`config.mk`:
```
export PLATFORM = sky130hd
export DESIGN_NAME = camera_frame_writer
export DESIGN_NICKNAME = d
export VERILOG_FILES = /design/src/rtl/camera_pkg.sv /design/src/rtl/camera_frame_writer.sv
export SDC_FILE = /design/constraint.sdc
export NUM_CORES = 1
export LEC_CHECK = 0
export CAP_MARGIN = 10
export CORE_ASPECT_RATIO = 0.75
export CORE_MARGIN = 1
export CORE_UTILIZATION = 60
export CTS_BUF_LIST = sky130_fd_sc_hd__clkbuf_4 sky130_fd_sc_hd__clkbuf_8
export CTS_CLUSTER_SIZE = 12
export DETAILED_ROUTE_END_ITERATION = 8
export GPL_ROUTABILITY_DRIVEN = 0
export HOLD_SLACK_MARGIN = 0.05
export PLACE_DENSITY = 0.83
export SYNTH_ARGS = -nofsm -noshare
export SYNTH_HDL_FRONTEND = slang
export SYNTH_SLANG_ARGS = --single-unit
```
`constraint.sdc`:
```
create_clock -name pixel_clock_in -period 4.4 [get_ports pixel_clock_in]
set_clock_uncertainty 0.05 [all_clocks]
set_input_delay 0.88 -clock pixel_clock_in [delete_from_list [all_inputs] [get_ports pixel_clock_in]]
set_output_delay 0.88 -clock pixel_clock_in [all_outputs]
set_load 0.02 [all_outputs]
```
`src/rtl/camera_pkg.sv`:
```
// Shared definitions for the camera capture path: default frame geometry,
// the frame-writer state encoding and the RGB565 -> RGB444 pixel conversion.
package camera_pkg;

    localparam int CAM_WIDTH  = 320;
    localparam int CAM_HEIGHT = 240;

    typedef enum logic {
        SYNC,
        CAPTURE
    } cam_state_t;

    // Keep the top four bits of each colour channel; green drops its extra LSB too.
    function automatic logic [11:0] rgb565_to_rgb444(input logic [15:0] pixel);
        return {pixel[15:12], pixel[10:7], pixel[4:1]};
    endfunction

endpackage

```
`src/rtl/camera_frame_writer.sv`:
```
// Camera frame writer: tracks the x/y position of the incoming RGB565 pixel
// stream, converts pixels to RGB444 and writes them into one half of a
// double-buffered BRAM frame store. Only complete, well-formed frames flip the
// buffer and are published to the display side through ready_buffer_out.
// Optional build macro CAMERA_FRAME_WRITER_DECIMATE_EN stores a 2x-decimated
// image (every other pixel of every other row).
module camera_frame_writer
    import camera_pkg::*;
#(
    parameter int WIDTH  = CAM_WIDTH,
    parameter int HEIGHT = CAM_HEIGHT,
    parameter int ADDR_W = 18
) (
    input  logic              pixel_clock_in,
    input  logic              reset_n_in,
    input  logic [15:0]       pixel_data_in,
    input  logic              pixel_valid_in,
    input  logic              frame_done_in,
    output logic [ADDR_W-1:0] bram_addr_out,
    output logic [11:0]       bram_data_out,
    output logic              bram_we_out,
    output logic              frame_ready_out,
    output logic              ready_buffer_out,
    output logic              frame_error_out,
    output logic [7:0]        dropped_frames_out
);

`ifdef CAMERA_FRAME_WRITER_DECIMATE_EN
    localparam int STORE_W = WIDTH / 2;
    localparam int STORE_H = HEIGHT / 2;
`else
    localparam int STORE_W = WIDTH;
    localparam int STORE_H = HEIGHT;
`endif

    localparam int X_W   = (WIDTH > 1) ? $clog2(WIDTH) : 1;
    localparam int Y_W   = $clog2(HEIGHT + 1);
    localparam int CNT_W = $clog2(WIDTH * HEIGHT + 1) + 1;

    localparam logic [X_W-1:0]    X_LAST       = X_W'(WIDTH - 1);
    localparam logic [Y_W-1:0]    Y_END        = Y_W'(HEIGHT);
    localparam logic [CNT_W-1:0]  FRAME_PIXELS = CNT_W'(WIDTH * HEIGHT);
    localparam logic [ADDR_W-1:0] BUF1_BASE    = ADDR_W'(STORE_W * STORE_H);

    cam_state_t        state;
    logic              wr_buf;
    logic [X_W-1:0]    x;
    logic [Y_W-1:0]    y;
    logic [CNT_W-1:0]  pixel_count;
    logic              overflow;
    logic [ADDR_W-1:0] wr_index;

    logic              in_frame;
    logic              store_pixel;
    logic [CNT_W-1:0]  count_next;
    logic              overflow_next;
    logic              frame_good;
    logic              next_buf;

    // Per-cycle decisions: whether this pixel is stored, and how the frame would be judged if it ended now.
    always_comb begin
        in_frame = (y < Y_END);
`ifdef CAMERA_FRAME_WRITER_DECIMATE_EN
        store_pixel = pixel_valid_in && in_frame && !x[0] && !y[0];
`else
        store_pixel = pixel_valid_in && in_frame;
`endif
        count_next    = pixel_count + CNT_W'(pixel_valid_in);
        overflow_next = overflow | (pixel_valid_in & ~in_frame);
        frame_good    = (count_next == FRAME_PIXELS) && !overflow_next;
        next_buf      = frame_good ? ~wr_buf : wr_buf;
    end

    // Frame FSM, position counters, running write address and all registered outputs.
    always_ff @(posedge pixel_clock_in or negedge reset_n_in) begin
        if (!reset_n_in) begin
            state              <= SYNC;
            wr_buf             <= 1'b0;
            x                  <= '0;
            y                  <= '0;
            pixel_count        <= '0;
            overflow           <= 1'b0;
            wr_index           <= '0;
            bram_addr_out      <= '0;
            bram_data_out      <= '0;
            bram_we_out        <= 1'b0;
            frame_ready_out    <= 1'b0;
            ready_buffer_out   <= 1'b0;
            frame_error_out    <= 1'b0;
            dropped_frames_out <= '0;
        end else begin
            bram_we_out     <= 1'b0;
            frame_ready_out <= 1'b0;
            frame_error_out <= 1'b0;
            case (state)
                SYNC: begin
                    if (frame_done_in) begin
                        state       <= CAPTURE;
                        x           <= '0;
                        y           <= '0;
                        pixel_count <= '0;
                        overflow    <= 1'b0;
                        wr_index    <= wr_buf ? BUF1_BASE : '0;
                    end
                end
                CAPTURE: begin
                    if (pixel_valid_in) begin
                        pixel_count <= count_next;
                        overflow    <= overflow_next;
                        if (in_frame) begin
                            if (x == X_LAST) begin
                                x <= '0;
                                y <= y + Y_W'(1);
                            end else begin
                                x <= x + X_W'(1);
                            end
                        end
                    end
                    if (store_pixel) begin
                        bram_we_out   <= 1'b1;
                        bram_addr_out <= wr_index;
                        bram_data_out <= rgb565_to_rgb444(pixel_data_in);
                        wr_index      <= wr_index + ADDR_W'(1);
                    end
                    if (frame_done_in) begin
                        if (frame_good) begin
                            frame_ready_out  <= 1'b1;
                            ready_buffer_out <= wr_buf;
                        end else begin
                            frame_error_out <= 1'b1;
                            if (dropped_frames_out != 8'hFF) begin
                                dropped_frames_out <= dropped_frames_out + 8'd1;
                            end
                        end
                        wr_buf      <= next_buf;
                        x           <= '0;
                        y           <= '0;
                        pixel_count <= '0;
                        overflow    <= 1'b0;
                        wr_index    <= next_buf ? BUF1_BASE : '0;
                    end
                end
                default: state <= SYNC;
            endcase
        end
    end

endmodule

```
After elaboration in Yosys (flattened, before gate mapping) --
Cells that the tools add are included.
Operators by class: reduce and logical (&&, ||, !) cells 11, bitwise gates (word level) 6, equal/unequal tests 8, multiplexer cells 37, $lt $le $gt $ge 1, add/sub/neg operators 5
Operators with widths (number):
- two-way mux 18 bit | 6
- one-hot mux 18 bit (2 select lines) | 2
- two-way mux 9 bit | 5
- two-way mux 8 bit | 5
- two-way mux 17 bit | 2
- adder 18 x 1 -> 18 bit | 1
- adder 18 x 1 -> 18 bit, second input constant | 1
- equality test 18 x 17 -> 1 bit, second input constant | 1
- one-hot mux 9 bit (2 select lines) | 1
- adder 8 x 1 -> 8 bit, second input constant | 2
- one-hot mux 8 bit (2 select lines) | 1
- two-way mux 1 bit | 14
- adder 9 x 1 -> 9 bit, second input constant | 1
- equality test 9 bit, second input constant | 1
- != test 3 x 2 -> 1 bit, second input constant | 3
- less-than comparator 8 bit, second input constant | 1
- != test 8 bit, second input constant | 1
- AND reduction 2 bit | 4
- AND reduction 4 bit | 2
- AND reduction 3 bit | 2
- NOT 1 bit | 4
- != test 3 bit, second input constant | 1
- logical AND 1 bit | 2
- != test 2 bit, second input constant | 1
- 4 further kinds | 4
Storage, ports and cells: register bits after elaboration 98, input port bits 20, word-level logic and storage cells 82

Longest topological paths before layout --
Gate-level depths: netlist of the first run.
depth after elaboration 10, depth in mapped cells 10, gate-level depth less buffers 9

Worst setup path before layout of the first run --
OpenSTA, ideal clock, no wires.
path type input to register, start point input port pixel_valid_in, end point register ready_buffer_out, required time 4.225 ns, arrival 3.079 ns, stages on the path 9, slack 1.145 ns, buffers on the path 0, path through ha_1 -> ha_1 -> or4_1 -> nor4_1 -> nand2_1 -> a2111oi_4 -> nand3_4 -> or2_4 -> mux2_4
On the way: cells in the longest elaborated chain, start to end 5, elaborated cells between the ends (all ways) 7, classes of those cells add/sub: 1; eq/ne: 1; bitwise: 2; reduce/logical: 3
RTL lines:
- from (decl) | line camera_frame_writer.sv:17 | input logic pixel_valid_in,
- parallel branches: the longest is 3 deep, another holds adder 18 x 1 -> 18 bit
- logical AND 1 bit * | line camera_frame_writer.sv:70 | frame_good = (count_next == FRAME_PIXELS) && !overflow_next;
- AND reduction 3 bit (no source line) *
- to (signal assigned) | line camera_frame_writer.sv:128 | ready_buffer_out <= wr_buf;
- to (decl) | line camera_frame_writer.sv:23 | output logic ready_buffer_out,
Mark *: on every way between the ends. A chain may end at the register's enable or synchronous reset.

Final worst setup path of the first run --
Same ends and word-level chain as after synthesis.

==> impl_metrics.py, run 1 <==
metrics = {
    "floorplanning": {
        "io_pins": 62,
        "dieArea_um2": 8151,
        "core_um2": 7432,
        "die_h_um": 78.44,
        "die-width_um": 103.9,
        "fp-row-count": 27,
        "initial_core_util_pct": 62.90,
    },
    "clock_tree": {
        "hold_buffers": 0,
        "htreeDepth": 3,
        "cts_sinks": 98,
        "cts_root_buffer": "clkbuf_8",
        "clk_pin_slew_worst_paths_ns": 0.09,
        "clock_latency_ns": 0.36,
        "cts_setup_buffers": 0,
        "cts-resized-gates": 0,
        "cts_tree": "done",
        "cts_buffer_depth": 2,
        "cts_made_buffers": 9,
    },
    "pwr": {
        "p_leak_nw": 2.570,
        "totalPowerFinal_mw": 1.923,
        "power_density_nw_per_um2": 346.3,
        "peakVddDrop_mv": 0.2615,
    },
    "synthesis": {
        "syn-num-nets": 535,
        "syn-instance-count": 508,
        "synth-edff-count": 0,
        "syn-cell-area_um2": 4674,
        "synthSimpleGateAreaFrac_pct": 27.86,
        "synth-adder-area-share_pct": 1.874,
        "ys_top_cells_by_area": "dfrtp_1 52%, nand2_1 11%, xor2_1 5.8%",
        "yosysTopAreaCellShare_pct": 52.46,
        "synth-xor-area-share_pct": 8.994,
        "yosysTopAreaCell": "dfrtp_1",
        "yosysUniqueCellTypes": 47,
        "synth_top_flop_cell": "dfrtp_1",
        "async_flop_share_pct": 100.0,
        "synth_mux_area_share_pct": 1.258,
        "synth_top_family_by_area": "simple AND/OR/NAND/NOR gates",
        "syn_area_per_cell_um2": 9.202,
        "synth.most_common_cell": "nand2_1",
        "synthTopCellsByCount": "141 x nand2_1, 98 x dfrtp_1, 64 x nor2_1, 31 x xor2_1, 22 x nand3_1",
        "synth_compound_area_share_pct": 5.219,
        "synth_seq_area_share_pct": 52.46,
        "yosys_warnings": 0,
        "ys_seq_elements": 98,
    },
    "worst_setup_path": {
        "end_kind": "flop",
        "cp-start-kind": "primary input",
        "crit_required_ns": 4.60,
        "crit_type": "in -> reg",
        "crit_arrival_ns": 3.81,
        "crit_fanout": 8,
    },
    "global_routing": {
        "grt_max_degree": 74,
        "grt_util_met1_pct": 32.43,
        "antenna_found_initial": 0,
        "use_met3_pct": 5.731,
        "grt_pass1_vias": 3689,
        "grt_pass1_wl_um": 16700,
        "grt_overflow": 0,
        "grt.met2_usage_pct": 44.07,
        "track_usage_pct": 25.62,
        "grt.busiest_layer": "met2",
    },
    "finish": {
        "drive_gt1_share_pct": 6.702,
        "antennaDiodeCount": 0,
        "multi_input_comb_area_um2": 2113,
        "syn_to_final_growth_pct": 18.79,
        "final_util_pct": 74.71,
        "final_cells": 668,
        "nets": 589,
        "fill_cells": 519,
        "regArea_um2": 2452,
    },
    "detailed_routing": {
        "ant_nets": 0,
        "drt-vias-per-instance": 5.587,
        "wirelength_um": 9648,
        "first_pass_iters": 5,
        "post-route-drc-count": 0,
        "wl_per_cell_um": 14.44,
        "drt_iter0_drc": 251,
        "num_vias": 3732,
    },
    "outcome": {
        "outcome": "complete, no violations",
    },
    "timing": {
        "worstMarginPinSlew_ns": 0.9040,
        "setup_viol_count_final": 0,
        "hold_viol": 0,
        "relSlewSlack_pct": 39.73,
        "period_needed_ns": 3.612,
        "fmax_mhz": 276.8,
        "finalSetupTns_ns": 0,
        "maxSlewViolCount": 0,
        "fin_crit_sh_pct": 82.10,
        "fin_ws_ns": 0.7876,
        "grt_setup_unrepaired": "false",
    },
    "placed_design": {
        "hpwl_um": 6577,
        "port_buffers": 57,
        "dp_cells": 652,
        "post-place-ws_ns": 0.4196,
    },
    "job": {
        "drv_cap": 0,
    },
    "hold_path": {
        "hold_path_class": "reg -> reg",
    },
}
## cells by family after synthesis
group,count (synthesis)
xor+xnor,48
simple gates,289
mux,5
flops,98
buf+inv,27
fa+ha+maj,7
compound gates,34
## layout make-up
type                       count  share of cell area (%)
tap                          101                   2.276
sequential                    98                   44.16
inverter                       7                  0.4732
clock buffer                  10                   2.366
multi-input combinational    383                   38.06
timing repair buffer          63                   11.04
clock inverter                 6                   1.622
## layer usage
layer  routed length [um]  up-vias
li1                     -     1801
met1                 4326     1825
met2                 4828       90
met3                  373       16
met4                  119        0
met5                    0        -
## power by group
part / leakage (nW) / total (mW) / switching [mW] / internal, mW
combinational: 1.14 / 0.288 / 0.153 / 0.135
sequential: 1.32 / 0.996 / 0.0488 / 0.947
clock: 0.110 / 0.639 / 0.310 / 0.329
## cells in the final DEF, fill, tap and decap left out, drive strengths merged, types with 3 or more instances in the layout
master	instances
ha	7
nand2	141
nor3	8
clkbuf	10
or3	3
inv	8
o21ai	4
nand3	24
xnor2	17
mux2	4
buf	7
a21oi	13
nor4	6
and4	3
a31oi	4
nand4	16
xor2	31
nor2b	3
dfrtp	98
clkdlybuf4s50	56
nor2	64
and2	6
and3	7
## flip-flops by register name (all words and copies together), names as in the netlist
signal	flops
bram_addr_out	18
pixel_count	18
wr_index	18
bram_data_out	12
x	9
dropped_frames_out	8
y	8
bram_we_out	1
frame_error_out	1
frame_ready_out	1
overflow	1
ready_buffer_out	1
state	1
wr_buf	1
## stage by stage
stage / cell area (um^2) / hold WS [ns]
global placement: 5331 / 0.4071
global route: 5553 / 0.4439
CTS: 5553 / 0.4346
floorplan: 4674 / 0.4056
detailed placement: 5331 / 0.4114
finish: 5553 / 0.4282
## critical path, stage by stage
cell and delay (ns):
clkdlybuf4s50_1 0.50, ha_1 0.24, ha_1 0.27, or4_1 0.52, nor4_1 0.18, nand2_1 0.13
a2111oi_4 0.31, nand3_4 0.19, or2_4 0.29, mux2_4 0.30
## path summary, 6_finish.rpt
path | start | depth (start not counted) | slack, ns | to
min | bram_addr_out[6]$_DFFE_PN0P_ | 2 | 0.43 | bram_addr_out[6]$_DFFE_PN0P_
min in group asynchronous | reset_n_in | 1 | 0.58 | pixel_count[10]$_DFFE_PN0P_
max in group asynchronous | reset_n_in | 2 | 2.83 | wr_index[14]$_DFFE_PN0P_
max reg2reg | pixel_count[0]$_DFFE_PN0P_ | 9 | 1.46 | ready_buffer_out$_DFFE_PN0P_
min reg2reg | bram_addr_out[6]$_DFFE_PN0P_ | 2 | 0.43 | bram_addr_out[6]$_DFFE_PN0P_
max | pixel_valid_in | 10 | 0.79 | ready_buffer_out$_DFFE_PN0P_
Note: power is estimated with default switching activity, not from simulation.
==> run 2, diff against run 1 <==
Settings changed: CORE_UTILIZATION 60 to 52, PLACE_DENSITY 0.83 to 0.76.
Clock period 4.4 ns to 3.1 ns, I/O delays scaled along.
==> run 2 against run 1 <==
The run now ends with design-rule violations left; non-clock buffer count grew 21; final area up 3.0%; sequential power increased by 42%; count of clock-buffer cells in the layout up 3; combinational power increased by 45%; via count increased by 0.78%; largest cell class unchanged; largest power group unchanged.
==> impl_metrics.py, run 2 (synthesis gave the netlist of run 1 again) <==
metrics = {
    "global_routing": {
        "grt.busiest_layer": "met2",
        "track_usage_pct": 22.70,
        "antenna_found_initial": 0,
        "grt_pass1_wl_um": 17120,
        "grt_overflow": 0,
        "grt_pass1_vias": 3748,
        "grt.met2_usage_pct": 36.42,
        "grt_util_met1_pct": 30.63,
        "use_met3_pct": 6.028,
        "grt_max_degree": 51,
    },
    "worst_setup_path": {
        "critPathSlowestCell": "or4_1",
        "crit_arrival_ns": 3.17,
        "cpPeakStageDelay_ns": 0.48,
        "r2r_slack_ns": 0.22,
        "crit_fanout": 4,
        "reg2reg_to": "ready_buffer_out$_DFFE_PN0P_",
        "end_kind": "flop",
        "crit_type": "in -> reg",
        "worstReg2RegStart": "pixel_count[0]$_DFFE_PN0P_",
        "cp-start-kind": "primary input",
        "r2r_cells": 9,
        "crit_required_ns": 3.31,
        "cp_cell_sequence": "dlygate4sd2_1 > ha_2 > ha_4 > or4_1 > nor4_1 > nand2_1 > a2111oi_4 > nand3_4 > or2_4 > mux2_4",
    },
    "placed_design": {
        "post-place-ws_ns": -0.4713,
        "hpwl_um": 6652,
        "port_buffers": 57,
    },
    "pwr": {
        "power_density_nw_per_um2": 467.4,
        "peakVddDrop_mv": 0.3276,
        "totalPowerFinal_mw": 2.674,
        "p_leak_nw": 2.661,
    },
    "timing": {
        "grt_setup_unrepaired": "false",
        "hold_viol": 0,
        "period_needed_ns": 2.955,
        "setup_viol_count_final": 0,
        "fmax_mhz": 338.4,
        "maxSlewViolCount": 0,
        "fin_ws_ns": 0.1446,
        "fin_crit_sh_pct": 95.34,
        "worstMarginPinSlew_ns": 0.6431,
        "hold_slack_ns": 0.2112,
        "relSlewSlack_pct": 57.13,
    },
    "job": {
        "drv_cap": 0,
    },
    "detailed_routing": {
        "post-route-drc-count": 3,
        "drt_iter0_drc": 249,
        "wirelength_um": 9762,
        "first_pass_iters": 6,
        "num_vias": 3761,
        "wl_per_cell_um": 14.05,
        "ant_nets": 0,
        "drt-vias-per-instance": 5.412,
    },
    "floorplanning": {
        "io_pins": 62,
        "dieArea_um2": 9377,
        "core_um2": 8600,
        "fp-row-count": 29,
        "initial_core_util_pct": 54.36,
        "die_h_um": 84.11,
        "die-width_um": 111.5,
    },
    "finish": {
        "reg.largest.list": "bram_addr_out: 18 flops, pixel_count: 18 flops, wr_index: 18 flops",
        "nets": 610,
        "drive_gt1_share_pct": 10.22,
        "multi_input_comb_area_um2": 2128,
        "syn_to_final_growth_pct": 22.40,
        "regArea_um2": 2452,
        "final_cell_mix": "141 x nand2_1, 98 x dfrtp_1, 64 x nor2_1",
        "layout_commonest_cell": "nand2_1",
        "fill_cells": 686,
        "antennaDiodeCount": 0,
    },
    "outcome": {
        "violations": "design-rule violations",
        "outcome": "finished with violations",
    },
    "hold_path": {
        "hold_path_class": "in -> async",
    },
    "clock_tree": {
        "cts_buffer_depth": 2,
        "clk_pin_slew_worst_paths_ns": 0.09,
        "cts_sinks": 98,
        "htreeDepth": 3,
        "cts_root_buffer": "clkbuf_8",
        "clock_latency_ns": 0.37,
        "cts_made_buffers": 9,
        "cts_tree": "done",
    },
}
## run 2: through the flow
step                instance area, um^2  TNS [ns]  instances  utilization [%]
floorplan                          4674         0        508                -
global placement                   5510    -4.783        680            64.08
detailed placement                 5510    -5.308        680            64.08
CTS                                5722         0        695            66.54
global route                       5722         0        695            66.54
finish                             5722         0        695            66.54
## run 2: worst max-delay path, delay by kind of cell
family | cells | cell delay (ns)
AND/OR/NAND/NOR | 5 | 1.26
adder cells (fa/ha/maj) | 2 | 0.43
multiplexers | 1 | 0.30
AO/OA/AOI/OAI | 1 | 0.29
buffers and inverters | 1 | 0.25
## run 2: area by class of cell
type	instances	share of cell area [%]
Clock inverter	2	0.6560
Inverter	7	0.4592
Clock buffer	13	2.799
Tap cell	108	2.362
Multi-Input combinational cell	383	37.20
Timing Repair Buffer	84	13.67
Sequential cell	98	42.86
## run 2: repair_timing
action / in CTS / in global routing
setup endpoints to repair: 6 / 6
buffers inserted: 0 / 0
pin swaps: 8 / 1
hold buffers: 0 / 0
gates resized for setup: 3 / 0
## run 2: worst max-delay path by stage
stage / startpoint / endpoint / slack (ns) / depth (start not counted)
after floorplan: pixel_valid_in / ready_buffer_out$_DFFE_PN0P_ / 0.11 / 9
after global placement: pixel_valid_in / ready_buffer_out$_DFFE_PN0P_ / -0.43 / 10
after detailed placement: pixel_valid_in / ready_buffer_out$_DFFE_PN0P_ / -0.47 / 10
after CTS: pixel_valid_in / ready_buffer_out$_DFFE_PN0P_ / 0.007 / 10
after global routing: pixel_valid_in / wr_index[11]$_DFFE_PN0P_ / 0.03 / 12
final: pixel_valid_in / ready_buffer_out$_DFFE_PN0P_ / 0.14 / 10
## run 2: metal layers
metal	routed length (um)	up-vias
met3	601	14
li1	-	1831
met1	4616	1813
met5	0	-
met2	4452	103
met4	93	0
## run 2: where the power goes
group          switching [mW]  internal (mW)
Combinational           0.218          0.199
Clock                   0.425          0.419
Sequential             0.0686           1.34
